## src/rtl/spi_pixel_receiver.sv

```systemverilog
// -----------------------------------------------------------------------------
// spi_pixel_receiver
//
// Receive side of the 4-line SPI pixel link coming from the camera FPGA.
// The link clock, data, chip-select and end-of-frame lines are oversampled in
// the local clock domain. Nibbles are reassembled into DATA_WIDTH-bit pixels,
// MS nibble first. Each pixel is tagged with its column/row in the
// downsampled frame (H_PIXELS x V_PIXELS).
//
// Ports:
//   clk_in          - local clock, at least 4x the link dclk frequency
//   rst_n_in        - asynchronous active-low reset
//   chip_clk_in     - link data clock (asynchronous to clk_in)
//   chip_data_in    - link data lines, LINES wide
//   chip_sel_in     - link chip select, active-low
//   tlast_in        - high during the final pixel of a frame
//   pixel_valid_out - one-cycle strobe, a pixel is presented
//   pixel_data_out  - reassembled pixel, held until the next strobe
//   hcount_out      - column of the presented pixel
//   vcount_out      - row of the presented pixel
//   frame_done_out  - one-cycle strobe with pixel_valid_out on the tlast pixel
//   frame_error_out - sticky: tlast / frame position disagreement seen
// -----------------------------------------------------------------------------
module spi_pixel_receiver #(
    parameter int DATA_WIDTH  = 8,
    parameter int LINES       = 4,
    parameter int H_PIXELS    = 160,
    parameter int V_PIXELS    = 90,
    parameter int SYNC_STAGES = 2,
    localparam int HW = (H_PIXELS > 1) ? $clog2(H_PIXELS) : 1,
    localparam int VW = (V_PIXELS > 1) ? $clog2(V_PIXELS) : 1
) (
    input  logic                  clk_in,
    input  logic                  rst_n_in,
    input  logic                  chip_clk_in,
    input  logic [LINES-1:0]      chip_data_in,
    input  logic                  chip_sel_in,
    input  logic                  tlast_in,
    output logic                  pixel_valid_out,
    output logic [DATA_WIDTH-1:0] pixel_data_out,
    output logic [HW-1:0]         hcount_out,
    output logic [VW-1:0]         vcount_out,
    output logic                  frame_done_out,
    output logic                  frame_error_out
);

    localparam int NIBBLES = DATA_WIDTH / LINES;
    localparam int CW      = (NIBBLES > 1) ? $clog2(NIBBLES) : 1;
    // All link inputs travel through one bundled synchronizer chain:
    // {tlast, sel, data, clk}
    localparam int SW      = LINES + 3;

    typedef enum logic [1:0] {
        S_IDLE  = 2'd0,
        S_SHIFT = 2'd1,
        S_EMIT  = 2'd2
    } state_t;

    // ---------------------------------------------------------------------
    // Input synchronizers
    // ---------------------------------------------------------------------
    logic [SW-1:0] w_raw;
    logic [SW-1:0] r_sync [SYNC_STAGES];
    logic [SW-1:0] w_sync;

    assign w_raw = {tlast_in, chip_sel_in, chip_data_in, chip_clk_in};

    always_ff @(posedge clk_in or negedge rst_n_in) begin
        if (!rst_n_in) begin
            for (int i = 0; i < SYNC_STAGES; i++) begin
                r_sync[i] <= '0;
            end
        end else begin
            r_sync[0] <= w_raw;
            for (int i = 1; i < SYNC_STAGES; i++) begin
                r_sync[i] <= r_sync[i-1];
            end
        end
    end

    assign w_sync = r_sync[SYNC_STAGES-1];

    logic             w_clk_s;
    logic [LINES-1:0] w_data_s;
    logic             w_sel_s;
    logic             w_tlast_s;

    assign w_clk_s   = w_sync[0];
    assign w_data_s  = w_sync[LINES:1];
    assign w_sel_s   = w_sync[LINES+1];
    assign w_tlast_s = w_sync[LINES+2];

    // ---------------------------------------------------------------------
    // Edge detection and nibble sampling
    // ---------------------------------------------------------------------
    state_t                r_state;
    state_t                w_state_next;
    logic [CW-1:0]         r_cnt;
    logic [CW-1:0]         w_cnt_next;
    logic                  r_clk_prev;
    logic                  w_rise;
    logic                  w_sample;
    logic                  w_last_nib;
    logic [DATA_WIDTH-1:0] r_shift;
    logic                  r_tlast;
    logic [HW-1:0]         r_hcount;
    logic [VW-1:0]         r_vcount;
    logic                  w_at_end;

    assign w_rise     = w_clk_s & ~r_clk_prev;
    // An edge arriving while chip_sel is (already) high is dropped; EMIT is
    // never coincident with an edge under the link timing, so it is excluded
    // to keep the shift register stable while the pixel is captured.
    assign w_sample   = w_rise & ~w_sel_s & (r_state != S_EMIT);
    assign w_last_nib = (r_cnt == CW'(NIBBLES - 1));
    assign w_at_end   = (r_hcount == HW'(H_PIXELS - 1)) &&
                        (r_vcount == VW'(V_PIXELS - 1));

    // ---------------------------------------------------------------------
    // FSM next state
    // ---------------------------------------------------------------------
    always_comb begin
        w_state_next = r_state;
        w_cnt_next   = r_cnt;
        case (r_state)
            S_IDLE, S_SHIFT: begin
                if (w_sel_s) begin
                    // Deselect drops any partial pixel
                    w_state_next = S_IDLE;
                    w_cnt_next   = '0;
                end else begin
                    w_state_next = S_SHIFT;
                    if (w_sample) begin
                        if (w_last_nib) begin
                            w_state_next = S_EMIT;
                            w_cnt_next   = '0;
                        end else begin
                            w_cnt_next = r_cnt + 1'b1;
                        end
                    end
                end
            end
            S_EMIT: begin
                w_cnt_next   = '0;
                w_state_next = w_sel_s ? S_IDLE : S_SHIFT;
            end
            default: begin
                w_state_next = S_IDLE;
                w_cnt_next   = '0;
            end
        endcase
    end

    // ---------------------------------------------------------------------
    // State, datapath and outputs
    // ---------------------------------------------------------------------
    always_ff @(posedge clk_in or negedge rst_n_in) begin
        if (!rst_n_in) begin
            r_state         <= S_IDLE;
            r_cnt           <= '0;
            r_clk_prev      <= 1'b0;
            r_shift         <= '0;
            r_tlast         <= 1'b0;
            r_hcount        <= '0;
            r_vcount        <= '0;
            pixel_valid_out <= 1'b0;
            pixel_data_out  <= '0;
            hcount_out      <= '0;
            vcount_out      <= '0;
            frame_done_out  <= 1'b0;
            frame_error_out <= 1'b0;
        end else begin
            r_state    <= w_state_next;
            r_cnt      <= w_cnt_next;
            r_clk_prev <= w_clk_s;

            // MS nibble arrives first, so new nibbles enter at the LSB end
            if (w_sample) begin
                r_shift <= (r_shift << LINES) | DATA_WIDTH'(w_data_s);
            end
            // Only the tlast level on the final nibble of a pixel counts
            if (w_sample && w_last_nib) begin
                r_tlast <= w_tlast_s;
            end

            pixel_valid_out <= 1'b0;
            frame_done_out  <= 1'b0;

            if (r_state == S_EMIT) begin
                pixel_valid_out <= 1'b1;
                pixel_data_out  <= r_shift;
                hcount_out      <= r_hcount;
                vcount_out      <= r_vcount;
                frame_done_out  <= r_tlast;

                // tlast and the frame-end position must agree
                if (r_tlast != w_at_end) begin
                    frame_error_out <= 1'b1;
                end

                if (r_tlast || w_at_end) begin
                    r_hcount <= '0;
                    r_vcount <= '0;
                end else if (r_hcount == HW'(H_PIXELS - 1)) begin
                    r_hcount <= '0;
                    r_vcount <= r_vcount + 1'b1;
                end else begin
                    r_hcount <= r_hcount + 1'b1;
                end
            end
        end
    end

endmodule

```

## config.mk

```make
export PLATFORM = sky130hd
export DESIGN_NAME = spi_pixel_receiver
export DESIGN_NICKNAME = d
export VERILOG_FILES = /design/src/rtl/spi_pixel_receiver.sv
export SDC_FILE = /design/constraint.sdc
export NUM_CORES = 1
export LEC_CHECK = 0
export BUFFER_PORTS_ARGS = -buffer_cell sky130_fd_sc_hd__buf_2
export CAP_MARGIN = 25
export CORE_UTILIZATION = 30
export DETAILED_ROUTE_END_ITERATION = 16
export GPL_TIMING_DRIVEN = 1
export HOLD_SLACK_MARGIN = 0.1
export PLACE_DENSITY_LB_ADDON = 0.1
export SLEW_MARGIN = 20
export SYNTH_ARGS = -nofsm -noshare
export SYNTH_HDL_FRONTEND = slang
export SYNTH_SLANG_ARGS = --single-unit
```

## constraint.sdc

```tcl
create_clock -name clk_in -period 2.4 [get_ports clk_in]
set_clock_uncertainty 0.1 [all_clocks]
set_input_delay 0.24 -clock clk_in [delete_from_list [all_inputs] [get_ports clk_in]]
set_output_delay 0.24 -clock clk_in [all_outputs]
set_load 0.005 [all_outputs]
```

==> summary.md, run 1 <==
| Metric | Value |
|---|---|
| Post-Syn Instances | `245` |
| Layout Cells excl Fill | `409` |
| Post-synthesis cell area | `2680 sq um` |
| DP Cell Count | `383` |
| Layout cells sized above 1 | `0.259` |
| CTS root buf | `clkbuf_8` |
| Dpl hpwl | `3280 um` |
| Min-delay worst type | `register to register` |
| Worst R2R Setup Slack | `110 ps` |
| Setup violators final | `0` |
| DR vias | `1894` |
| Clk buf depth | `2` |
| Critical path type | `register to register` |
| Final setup margin | `110 ps` |
| Most common cell after layout, fill and taps aside | `nand2_1` |
| Clock power frac | `0.411` |
| Status | `completed` |
| Seq/Total Area, Yosys | `0.635` |
| P&R area growth vs syn | `24.0%` |
| Worst-path clk slew | `80 ps` |
| Slew Limit Headroom | `0.747` |
| Crit-path max FO | `12` |
| Clock sinks | `68` |
| Initial core utilization | `0.309` |
| Initial DRC count | `95` |
| Core Box Area | `8680 sq um` |
| Worst slack at placement | `58.8 ps` |
| Layout Nets | `309` |
| Warnings, synthesis | `0` |
| Total Routing Usage GR | `0.128` |
| Startpoint Class | `register` |
| Worst Tran Pin Value | `379 ps` |
| Final min period | `2290 ps` |
| Final RePlAce weighted congestion | `0.769` |
| Routed wire length | `5310 um` |
| Top cells by area, synth | `dfrtp_1 63%, nand2_1 11%, mux2_2 3.8%` |
| Chip width | `96.5 um` |
| Reg2reg path depth | `9` |
| Synth top area share | `0.635` |
| Switching Share | `0.236` |
| # diodes | `0` |
| Vias in the first global route | `1819` |
| CTS tree | `built` |
| WP data required | `2510 ps` |
| Die area | `9320 sq um` |
| Post-synth ARST share | `1.00` |
| Fin Setup TNS | `0 ps` |
| Maximum clock rate | `437 MHz` |
| Reg2Reg Capture Point | `r_vcount[4]` |
| Initial antenna violation count | `0` |
| Crit path capture type | `register` |
| Leak Pwr | `0.00167 uW` |
| Commonest non-fill, non-tap cells in the layout | `75 x nand2_1, 68 x dfrtp_1, 34 x buf_2` |
| Hold Fails Final Rpt | `0` |
| Area leader, netlist | `dfrtp_1` |
| IO buf count | `34` |
| Final period util | `0.954` |
| DRC violations left | `0` |
| Min-delay src | `r_sync[7]` |
| Num CTS Buffers | `9` |
| Number of enable flip-flop cells after synthesis | `0` |
| Peak supply drop | `340 uV` |
| Sw power | `594 uW` |
| Crit path DAT | `2400 ps` |
| Largest net degree at the start of global routing | `69` |
| Skew-Pair Late Insertion Delay | `340 ps` |
| FF-to-FF Start | `r_hcount[0]` |
| # rows | `34` |
| Post-Syn Area per Cell | `10.9 sq um` |
| Vias per inst | `4.63` |
| Die Ht | `96.5 um` |
| Hold Crit Depth | `0` |
| P_int | `1920 uW` |
| Synthesis-stage register bit count | `68` |
| Syn nets | `258` |
| Hold-critical path endpoint | `w_sync[0]` |
| Predominant post-synthesis flop cell | `dfrtp_1` |
| # H-tree levels | `3` |
| Slew Limit Fails | `0` |
| Filler Cells Inserted | `905` |
| Max Cap Viol | `0` |
| Pwr Total | `2510 uW` |
| I/O pins | `35` |
| Reg power frac | `0.505` |
| Synth cell types | `37` |
| Finished Core Util | `0.383` |
| Global-route wire length before repair | `8910 um` |
| Initial DRT Pass Iterations | `4` |
| Comb pwr share | `0.084` |
| Routed Antenna Nets | `0` |
| Global route overflow | `0` |
| Power Dens Cells | `756 nW/um^2` |
| WL/cell | `13.0 um` |
-- timing repair --
item	4_1_cts	5_1_grt
endpoints found under the setup margin	0	5
hold buffers	8	0
buffers inserted	0	2
endpoints found under the hold margin	75	0
resized for setup	0	3
-- final cells by class --
cell class / instances / area [sq um] / share of cell area
flip-flops and latches: 68 / 1700 / 0.512
well taps: 108 / 135 / 0.0406
clock buffers: 10 / 128 / 0.0384
multi-input cells: 158 / 905 / 0.272
clock inverters: 6 / 88.8 / 0.0267
repair buffers: 52 / 338 / 0.102
inverters: 7 / 28.8 / 0.00866
-- power by group through the flow --
stage          registers (uW)  clock network (uW)  logic (uW)
6_report                 1270                1030         211
5_1_grt                  1280                1120         238
4_1_cts                  1270                1070         206
3_5_place_dp             1290                   0         195
3_3_place_gp             1290                   0         195
2_1_floorplan            1290                   0         111
-- metrics by stage --
| stage | hold slack, ps | area (sq um) |
|---|---|---|
| final | 251 | 3320 |
| after global routing | 258 | 3320 |
| after CTS | 253 | 3310 |
| after detailed placement | 198 | 3010 |
| after global placement | 199 | 3010 |
| after floorplan | -156 | 2710 |
-- cells by family after synthesis --
| group | share of synthesized area |
|---|---|
| xor+xnor | 0.00327 |
| simple gates | 0.186 |
| fa+ha+maj | 0.0187 |
| mux | 0.0453 |
| buf+inv | 0.0345 |
| compound gates | 0.0770 |
| flops | 0.635 |
-- registers in the layout, summed over array words and instances, names as in the netlist --
register,flops
hcount_out,8
pixel_data_out,8
r_hcount,8
r_shift,8
r_sync,7
r_vcount,7
vcount_out,7
w_sync,7
r_state,2
frame_done_out,1
frame_error_out,1
pixel_valid_out,1
r_clk_prev,1
r_cnt,1
r_tlast,1
-- worst max-delay path by stage --
stage                     start          end  depth (start not counted)
finish              r_hcount[0]  r_vcount[4]                          9
CTS                 r_hcount[0]  r_vcount[5]                          8
detailed placement  r_hcount[0]  r_vcount[5]                          8
global placement    r_hcount[0]  r_vcount[5]                          8
global route        r_hcount[0]  r_vcount[6]                          8
floorplan           r_hcount[0]  r_vcount[4]                         12
-- metal layers --
metal / share of wire / up-vias / routed length, um / track usage
met3: 0.035 / 10 / 186 / 0.0336
li1: - / 927 / - / -
met5: 0 / - / 0 / 0
met1: 0.49 / 926 / 2580 / 0.167
met4: 0.023 / 0 / 120 / 0.0699
met2: 0.46 / 31 / 2420 / 0.194
-- worst max-delay path: stages (launching register included) --
cell and delay [ps]:
dfrtp_1 410, ha_2 220, and4_2 270, nand2_4 50, or4_4 490, ha_4 230
inv_4 100, nand2_1 50, o311ai_0 110, o41ai_1 130
-- synth_stat cells (3+ instances only) --
cell type and number:
a21oi_1 3, and2_1 3, buf_2 5, clkbuf_1 4, dfrtp_1 68, ha_1 4, inv_1 7, mux2_2 9
nand2_1 76, nand3_1 9, nand4_1 4, nor2_1 5, nor3_1 3, o21ai_0 13, o311ai_0 3
(Power assumes the default switching activity.)
==> run 2: changes to the inputs <==
--- a/config.mk
+++ b/config.mk
@@ -7,7 +7,7 @@
 export LEC_CHECK = 0
 export BUFFER_PORTS_ARGS = -buffer_cell sky130_fd_sc_hd__buf_2
 export CAP_MARGIN = 25
-export CORE_UTILIZATION = 30
+export CORE_UTILIZATION = 51
 export DETAILED_ROUTE_END_ITERATION = 16
 export GPL_TIMING_DRIVEN = 1
 export HOLD_SLACK_MARGIN = 0.1
==> run 2 against run 1 <==
Compared with the run above:
- sequential share of layout area up 1.0 points
- hold slack worse by 2.2 ps
- via count down 3.4%
- maximum frequency up 1.4%
- clock-buffer cell count unchanged
- largest cell class unchanged
- largest power group unchanged
- critical endpoint unchanged
==> summary.md, run 2 (synthesis gave the netlist of run 1 again) <==
| Metric | Value |
|---|---|
| Status | `completed (unchanged)` |
| Hold Fails Final Rpt | `0 (unchanged)` |
| Global-route wire length before repair | `7870 um (was 8910 um)` |
| Power Dens Cells | `752 nW/um^2 (was 756 nW/um^2)` |
| Maximum clock rate | `443 MHz (was 437 MHz)` |
| Dpl hpwl | `2930 um (was 3280 um)` |
| Reg2reg path depth | `9 (unchanged)` |
| CTS root buf | `clkbuf_8 (unchanged)` |
| Final min period | `2260 ps (was 2290 ps)` |
| Leak Pwr | `0.00166 uW (was 0.00167 uW)` |
| CP max stage cell | `or4_4 (unchanged)` |
| Initial DRC count | `90 (was 95)` |
| WL/cell | `12.8 um (was 13.0 um)` |
| Clk buf depth | `2 (unchanged)` |
| Min-delay worst type | `register to register (unchanged)` |
| # rows | `26 (was 34)` |
| Most common cell after layout, fill and taps aside | `nand2_1 (unchanged)` |
| Core Box Area | `5070 sq um (was 8680 sq um)` |
| Critical path type | `register to register (unchanged)` |
| Slew Limit Fails | `0 (unchanged)` |
| Final RePlAce weighted congestion | `0.856 (was 0.769)` |
| Worst R2R Setup Slack | `140 ps (was 110 ps)` |
| Worst Tran Pin Value | `591 ps (was 379 ps)` |
| Commonest non-fill, non-tap cells in the layout | `75 x nand2_1, 68 x dfrtp_1, 34 x buf_2 (unchanged)` |
| Crit path DAT | `2360 ps (was 2400 ps)` |
| Initial antenna violation count | `0 (unchanged)` |
| Worst-path cell chain | `ha_4 -> and4_2 -> nand2_4 -> or4_4 -> ha_4 -> inv_4 -> nand2_1 -> o311ai_0 -> o41ai_1 (was ha_2 -> and4_2 -> nand2_4 -> or4_4 -> ha_4 -> inv_4 -> nand2_1 -> o311ai_0 -> o41ai_1)` |
| IO buf count | `34 (unchanged)` |
| Final setup margin | `142 ps (was 110 ps)` |
| Peak supply drop | `497 uV (was 340 uV)` |
| Filler Cells Inserted | `429 (was 905)` |
| Crit path capture type | `register (unchanged)` |
| Number of setup buffers added after CTS | `0 (unchanged)` |
| Die Ht | `74.5 um (was 96.5 um)` |
| DRC violations left | `0 (unchanged)` |
| CTS tree | `built (unchanged)` |
| Global route overflow | `0 (unchanged)` |
| Hold-critical path endpoint | `w_sync[3] (was w_sync[0])` |
| Vias per inst | `4.97 (was 4.63)` |
| Startpoint Class | `register (unchanged)` |
| P&R area growth vs syn | `21.7% (was 24.0%)` |
| Initial core utilization | `0.528 (was 0.309)` |
| WP data required | `2500 ps (was 2510 ps)` |
| Chip width | `74.5 um (was 96.5 um)` |
| Final Cell Area | `3260 sq um (was 3320 sq um)` |
| # H-tree levels | `3 (unchanged)` |
| Die area | `5550 sq um (was 9320 sq um)` |
| # diodes | `0 (unchanged)` |
| Hold Crit Depth | `0 (unchanged)` |
| Min-delay src | `r_sync[10] (was r_sync[7])` |
| FF-to-FF Start | `r_hcount[1] (was r_hcount[0])` |
| Fin Setup TNS | `0 ps (unchanged)` |
| Final period util | `0.941 (was 0.954)` |
| Reg2Reg Capture Point | `r_vcount[4] (unchanged)` |
| DR vias | `1829 (was 1894)` |
| Initial DRT Pass Iterations | `4 (unchanged)` |
| Routed wire length | `4700 um (was 5310 um)` |
| Crit-path max FO | `12 (unchanged)` |
| Slew Limit Headroom | `0.606 (was 0.747)` |
| Routed Antenna Nets | `0 (unchanged)` |
| Total Routing Usage GR | `0.196 (was 0.128)` |
| Layout cells sized above 1 | `0.252 (was 0.259)` |
| Most numerous cell on the critical path | `ha_4` |
| Max Cap Viol | `0 (unchanged)` |
| Placed cell area | `2960 sq um (was 3010 sq um)` |
| Worst slack at placement | `94.1 ps (was 58.8 ps)` |
| Crit-path max cell delay | `500 ps (was 490 ps)` |
| Setup violators final | `0 (unchanged)` |
| Largest net degree at the start of global routing | `45 (was 69)` |
| Worst-path clk slew | `70 ps (was 80 ps)` |
| Num CTS Buffers | `9 (unchanged)` |
| Storage cell area | `1700 sq um (unchanged)` |
| Area of the multi-input gates | `915 sq um (was 905 sq um)` |
| RSZ-0062 raised after global routing | `no` |
| Vias in the first global route | `1730 (was 1819)` |
| Clock sinks | `68 (unchanged)` |
| I/O pins | `35 (unchanged)` |
| Skew-Pair Late Insertion Delay | `340 ps (about the same)` |
| Layout Nets | `307 (was 309)` |
run 2: cell types whose count changed in the layout (fill, tap and decap cells not counted), sizes merged:
cell / change
clkinvlp: -1
buf: -2
run 2: per-layer routing:
metal / part of all wire / wire, um / track usage
met2: 0.44 / 2080 / 0.291
met4: 0.025 / 116 / 0.119
met3: 0.031 / 146 / 0.0447
met5: 0 / 0 / 0
met1: 0.50 / 2360 / 0.261
run 2: stage by stage:
stage	power (uW)	hold slack [ps]	util	std cells
after floorplan	1400	-156	-	245
after global placement	1480	175	0.584	345
after detailed placement	1480	178	0.584	345
after CTS	2480	252	0.640	368
after global routing	2570	266	0.643	368
final	2450	249	0.643	368
run 2: critical path, delay by kind of cell (launching register included):
kind / cells / cell delay (ps)
AO/OA/AOI/OAI: 2 / 230
adder cells (fa/ha/maj): 2 / 400
buffers and inverters: 1 / 100
flip-flops: 1 / 430
AND/OR/NAND/NOR: 4 / 860
run 2: worst max-delay path by stage:
stage | slack (ps) | depth (start not counted) | startpoint | end
6_report | 140 | 9 | r_hcount[1] | r_vcount[4]
5_1_grt | 9 | 9 | r_hcount[1] | r_vcount[4]
4_1_cts | 80 | 8 | r_hcount[0] | r_vcount[5]
3_5_place_dp | 90 | 8 | r_hcount[0] | r_vcount[5]
3_3_place_gp | 130 | 8 | r_hcount[0] | r_vcount[5]
2_1_floorplan | 2 | 12 | r_hcount[0] | r_vcount[4]
run 2: layout make-up:
cell class | count | share of cell area
well taps | 70 | 0.0269
repair buffers | 50 | 0.0990
clock buffers | 10 | 0.0391
clock inverters | 5 | 0.0238
flip-flops and latches | 68 | 0.522
multi-input cells | 158 | 0.281
inverters | 7 | 0.00883
run 2: what timing repair did:
item	in CTS	in global routing
hold buffers	8	0
setup endpoints to repair	0	7
gates resized for setup	0	4
endpoints found under the hold margin	31	0
run 2: report_power, final:
group | internal, uW | switching, uW
registers | 1230 | 45.4
logic | 99.2 | 97.7
clock network | 576 | 405
total | 1900 | 548
